`config.mk`:
```
export PLATFORM = sky130hd
export DESIGN_NAME = teacher
export DESIGN_NICKNAME = d
export VERILOG_FILES = /design/src/rtl/teacher.sv
export SDC_FILE = /design/constraint.sdc
export NUM_CORES = 1
export LEC_CHECK = 0
export ABC_AREA = 1
export CORE_UTILIZATION = 57
export CTS_BUF_LIST = sky130_fd_sc_hd__clkbuf_16
export DETAILED_ROUTE_END_ITERATION = 6
export DONT_BUFFER_PORTS = 1
export GPL_TIMING_DRIVEN = 0
export PLACE_DENSITY = 0.83
export SLEW_MARGIN = 0
export SYNTH_ARGS = -nofsm -noshare
export SYNTH_HDL_FRONTEND = slang
export SYNTH_SLANG_ARGS = --single-unit
```
`constraint.sdc`:
```
create_clock -name clk -period 3.23 [get_ports clk]
set_input_delay 0.4845 -clock clk [delete_from_list [all_inputs] [get_ports clk]]
set_output_delay 0.4845 -clock clk [all_outputs]
set_load 0.005 [all_outputs]
```
`src/rtl/teacher.sv`:
```
// rtl/teacher.sv - supervised-learning teacher: feeds args to a learner, returns the signed error, counts samples

module teacher #(
    parameter int N = 2
) (
    input  logic                  clk,
    input  logic                  rst,
    input  logic                  en,
    input  logic                  smp_stb,
    input  logic [N:0][7:0]       smp_dat,
    output logic                  smp_rdy,
    output logic                  arg_stb,
    output logic [N-1:0][7:0]     arg_dat,
    input  logic                  arg_rdy,
    input  logic                  res_stb,
    input  logic [7:0]            res_dat,
    output logic                  res_rdy,
    output logic                  err_stb,
    output logic [15:0]           err_dat,
    input  logic                  err_rdy,
    input  logic                  fbk_stb,
    input  logic [N-1:0][15:0]    fbk_dat,
    output logic                  fbk_rdy,
    output logic [15:0]           cnt_smp,
    output logic [15:0]           cnt_err
);

    typedef enum logic [2:0] {
        IDLE = 3'd0,
        ARG  = 3'd1,
        RES  = 3'd2,
        ERR  = 3'd3,
        FBK  = 3'd4
    } state_t;

    state_t      state;
    logic [7:0]  target;
    logic [8:0]  diff;
    logic [15:0] err_next;
    logic        unused_fbk;

    // Feedback contents are intentionally dropped; only the handshake matters.
    assign unused_fbk = ^fbk_dat;

    // Error is target minus result on 9 bits, then sign-extended to 16.
    assign diff     = {1'b0, target} - {1'b0, res_dat};
    assign err_next = {{7{diff[8]}}, diff};

    // Handshake FSM with registered strobes/readies; one channel open per state.
    always_ff @(posedge clk) begin
        if (!rst) begin
            state   <= IDLE;
            smp_rdy <= 1'b0;
            arg_stb <= 1'b0;
            res_rdy <= 1'b0;
            err_stb <= 1'b0;
            fbk_rdy <= 1'b0;
            cnt_smp <= 16'd0;
            cnt_err <= 16'd0;
        end else begin
            case (state)
                IDLE: begin
                    smp_rdy <= 1'b1;
                    if (smp_stb && smp_rdy) begin
                        arg_dat <= smp_dat[N-1:0];
                        target  <= smp_dat[N];
                        smp_rdy <= 1'b0;
                        arg_stb <= 1'b1;
                        state   <= ARG;
                    end
                end
                ARG: begin
                    if (arg_rdy) begin
                        arg_stb <= 1'b0;
                        res_rdy <= 1'b1;
                        state   <= RES;
                    end
                end
                RES: begin
                    if (res_stb) begin
                        res_rdy <= 1'b0;
                        err_dat <= err_next;
                        if (err_next != 16'd0 && cnt_err != 16'hFFFF) begin
                            cnt_err <= cnt_err + 16'd1;
                        end
                        if (en) begin
                            err_stb <= 1'b1;
                            state   <= ERR;
                        end else begin
                            cnt_smp <= cnt_smp + 16'd1;
                            smp_rdy <= 1'b1;
                            state   <= IDLE;
                        end
                    end
                end
                ERR: begin
                    if (err_rdy) begin
                        err_stb <= 1'b0;
                        fbk_rdy <= 1'b1;
                        state   <= FBK;
                    end
                end
                FBK: begin
                    if (fbk_stb) begin
                        fbk_rdy <= 1'b0;
                        cnt_smp <= cnt_smp + 16'd1;
                        smp_rdy <= 1'b1;
                        state   <= IDLE;
                    end
                end
                default: begin
                    smp_rdy <= 1'b0;
                    arg_stb <= 1'b0;
                    res_rdy <= 1'b0;
                    err_stb <= 1'b0;
                    fbk_rdy <= 1'b0;
                    state   <= IDLE;
                end
            endcase
        end
    end

endmodule

```
==> flow_summary.json <==
{
  "status": "completed",
  "clk_pin_slew_ns": 0.06,
  "period_minus_slack_ns": 2.25,
  "peakVddDrop_mv": 0.407,
  "tightestPinTransition_ns": 1.12,
  "nNetsFinal": 569,
  "async_flop_share_pct": 0,
  "drc": 0,
  "synth_edf_count": 33,
  "cts-resized-gates": 0,
  "cts_buffers": 9,
  "cts_setup_buffers": 0,
  "synth_compound_area_share_pct": 6.75,
  "antenna_found_initial": 0,
  "cts.sinks": 73,
  "cts_buffer_depth": 2,
  "hold_path_class": "input pin to register",
  "rsz0062_at_grt": "no",
  "p_per_area_nw_per_um2": 661,
  "grt_start_max_net_pins": 15,
  "fin_crit_sh_pct": 69.5,
  "synth_cell_type_count": 41,
  "avgSynthCellArea_sq_um": 8.01,
  "placeableCoreArea_sq_um": 6390,
  "cts_root_buf": "clkbuf_16",
  "routed_wl_um": 8020,
  "setup_violations": 0,
  "synthCells": 474,
  "insertedDiodeCount": 0,
  "yosys-top-cells-area": "edfxtp_1 26%, dfxtp_1 21%, nand2_1 9.8%, inv_1 8.2%, nor2_1 5.0%",
  "netlist_top_cells_count": "99 x nand2_1, 83 x inv_1, 51 x nor2_1",
  "syn_area_sq_um": 3800,
  "cp_slowest_cell": "fa_1",
  "worstSetupPathType": "register to register",
  "grt_pass1_vias": 2960,
  "start_util_pct": 59.5,
  "fin_util_pct": 66.3,
  "die_x_um": 83.6,
  "pre_cts_slack_ns": 0.732,
  "dp_hpwl_um": 5930,
  "synth_area_leader_cell": "edfxtp_1",
  "yosysMostFrequentCell": "nand2_1",
  "max_stage_delay_ns": 0.42,
  "clock.fmax_ghz": 0.445,
  "hold_slack_ns": 0.249,
  "synth_top_family_by_area": "simple AND/OR/NAND/NOR gates",
  "grt_usage_pct": 24.1,
  "ys_ff_latch": 73,
  "yosys.area.top_type_share_pct": 26.1,
  "muxShareOfSynthArea_pct": 0,
  "final_max_slew_viol_count": 0,
  "avgViaCountPerCell": 5.50,
  "cp_data_required_time_ns": 3.44,
  "ios": 141,
  "grt.overflow.total": 0,
  "crit_path_start_kind": "register",
  "end_kind": "register",
  "synth_ff_type": "dfxtp_1",
  "synth_fp_nets": 557,
  "row_count": 29,
  "worst_path_most_repeated_cell": "nand2_1",
  "grt_pass1_wl_um": 13300,
  "firstDrtPassIters": 4,
  "arrival_ns": 2.46,
  "synth-simple-area-share_pct": 29.1,
  "drtIter0Drc": 136,
  "synthAdderAreaFrac_pct": 3.82,
  "dieArea_sq_um": 6990,
  "skew_ns": 0.00496,
  "path_cells": "inv_1 -> ha_1 -> fa_1 -> inv_1 -> nand3_1 -> nand2_1 -> nand2_1 -> nand2_1 -> nand3_2 -> nor2_4 -> nand3_4 -> buf_6 -> nand3_1 -> nand2_1 -> nand2_1 -> nor2_1",
  "ctsHoldBuffers": 0,
  "setup_ws_ns": 0.984,
  "max_slew_margin_pct": 24.5,
  "ant_nets": 0,
  "final-hold-violation-count": 0,
  "synth_xor_area_share_pct": 1.15,
  "p_leak_nw": 1.78,
  "place_congestion": 0.891,
  "clk-insertion-delay-late_ns": 0.33,
  "cts_tree": "done",
  "wire_per_inst_um": 14.1,
  "seq_area_frac_synth_pct": 47.2,
  "yosys_warnings": 0,
  "htree_num_levels": 3,
  "cp_max_fo": 10,
  "drive_above_1_share_pct": 13.0,
  "maxCapViolCount": 0,
  "port_buffers": 0,
  "route.vias.total": 3123,
  "chipHeight_um": 83.6,
  "area_delta_synth_final_pct": 11.4
}
[state kept, by name, indices dropped and copies added (netlist names)]
register  cells
err_dat       9
state         3
smp_rdy       1
cnt_err      16
target        8
err_stb       1
cnt_smp      16
fbk_rdy       1
res_rdy       1
arg_stb       1
arg_dat      16
[logic make-up after synthesis]
kind of cell	count (synthesis)
DFF	73
adders and majority gates	11
AOI/OAI and AO/OA	46
and+or+nand+nor	230
buffers and inverters	109
xor gates and xnor gates	5
[through the flow]
stage,total power (W),instances,cell area (sq um),TNS [ns]
6_report,0.00280,568,4230,0
4_1_cts,0.00281,568,4230,0
3_5_place_dp,0.00175,552,3910,0
2_1_floorplan,0.00162,474,3800,0
5_1_grt,0.00295,568,4230,0
3_3_place_gp,0.00172,551,3890,-14.10
[worst max-delay path: cells and delay by family, from the launching register on]
| kind | cells | cell delay (ns) |
|---|---|---|
| buffers and inverters | 3 | 0.31 |
| adders and majority gates | 2 | 0.62 |
| and+or+nand+nor | 11 | 0.87 |
| DFF | 1 | 0.34 |
[path summary, 6_finish.rpt]
path	from	end	slack [ns]	cells after the start
max reg2reg	target[0]$_DFFE_PP_	cnt_err[3]$_SDFFE_PN0P_	0.98	16
min reg2reg	cnt_smp[4]$_SDFFE_PN0P_	cnt_smp[4]$_SDFFE_PN0P_	0.49	2
max	target[0]$_DFFE_PP_	cnt_err[3]$_SDFFE_PN0P_	0.98	16
min	smp_dat[10]	arg_dat[10]$_DFFE_PP_	0.25	0
[where the power goes]
| part | internal (W) | total (W) | switching (W) |
|---|---|---|---|
| clock | 0.000675 | 0.00106 | 0.000383 |
| sequential | 0.00107 | 0.00116 | 0.0000912 |
| combinational | 0.000188 | 0.000576 | 0.000388 |
[cell type report]
type,count,area (sq um)
clock inverters,7,96.3
clock buffers,9,225
flip-flops and latches,73,1790
fillers,521,2150
well taps,77,96.3
inverters,93,349
multi-input cells,292,1550
repair buffers,1,11.3
plain buffers,16,108
[routing by layer]
metal	global-route usage [%]	share of wire, %
met2	38.7	48
met5	0	0
met1	28.7	41
met4	12.6	2.4
met3	7.91	8.7
[placed cells by master, fill, tap and decap left out, types with 2 or more instances in the layout]
cell type | Yosys | final
nor3_1 | 8 | 7
clkbuf_16 | 0 | 9
inv_2 | 7 | 7
nand4_1 | 16 | 16
clkbuf_1 | 2 | 2
a21oi_1 | 17 | 17
clkinv_1 | 3 | 3
nand2_4 | 2 | 2
ha_1 | 10 | 10
nor2_1 | 51 | 51
clkinv_4 | 0 | 2
xnor2_1 | 2 | 2
clkinvlp_4 | 0 | 2
o21ai_1 | 4 | 4
inv_1 | 83 | 84
xor2_1 | 3 | 3
o21ai_0 | 14 | 14
buf_2 | 5 | 5
nor4_1 | 3 | 3
edfxtp_1 | 33 | 33
nand3_1 | 26 | 26
nor2_4 | 4 | 4
a31oi_1 | 4 | 4
o21ai_2 | 2 | 2
nand2_2 | 3 | 3
nand2_1 | 99 | 99
nor2_2 | 4 | 4
dfxtp_1 | 40 | 40
nor3_2 | 3 | 4
nand3_2 | 5 | 5
buf_6 | 2 | 3
bufinv_16 | 0 | 2
buf_4 | 7 | 7
No activity file was read; power rests on OpenSTA's default activity.
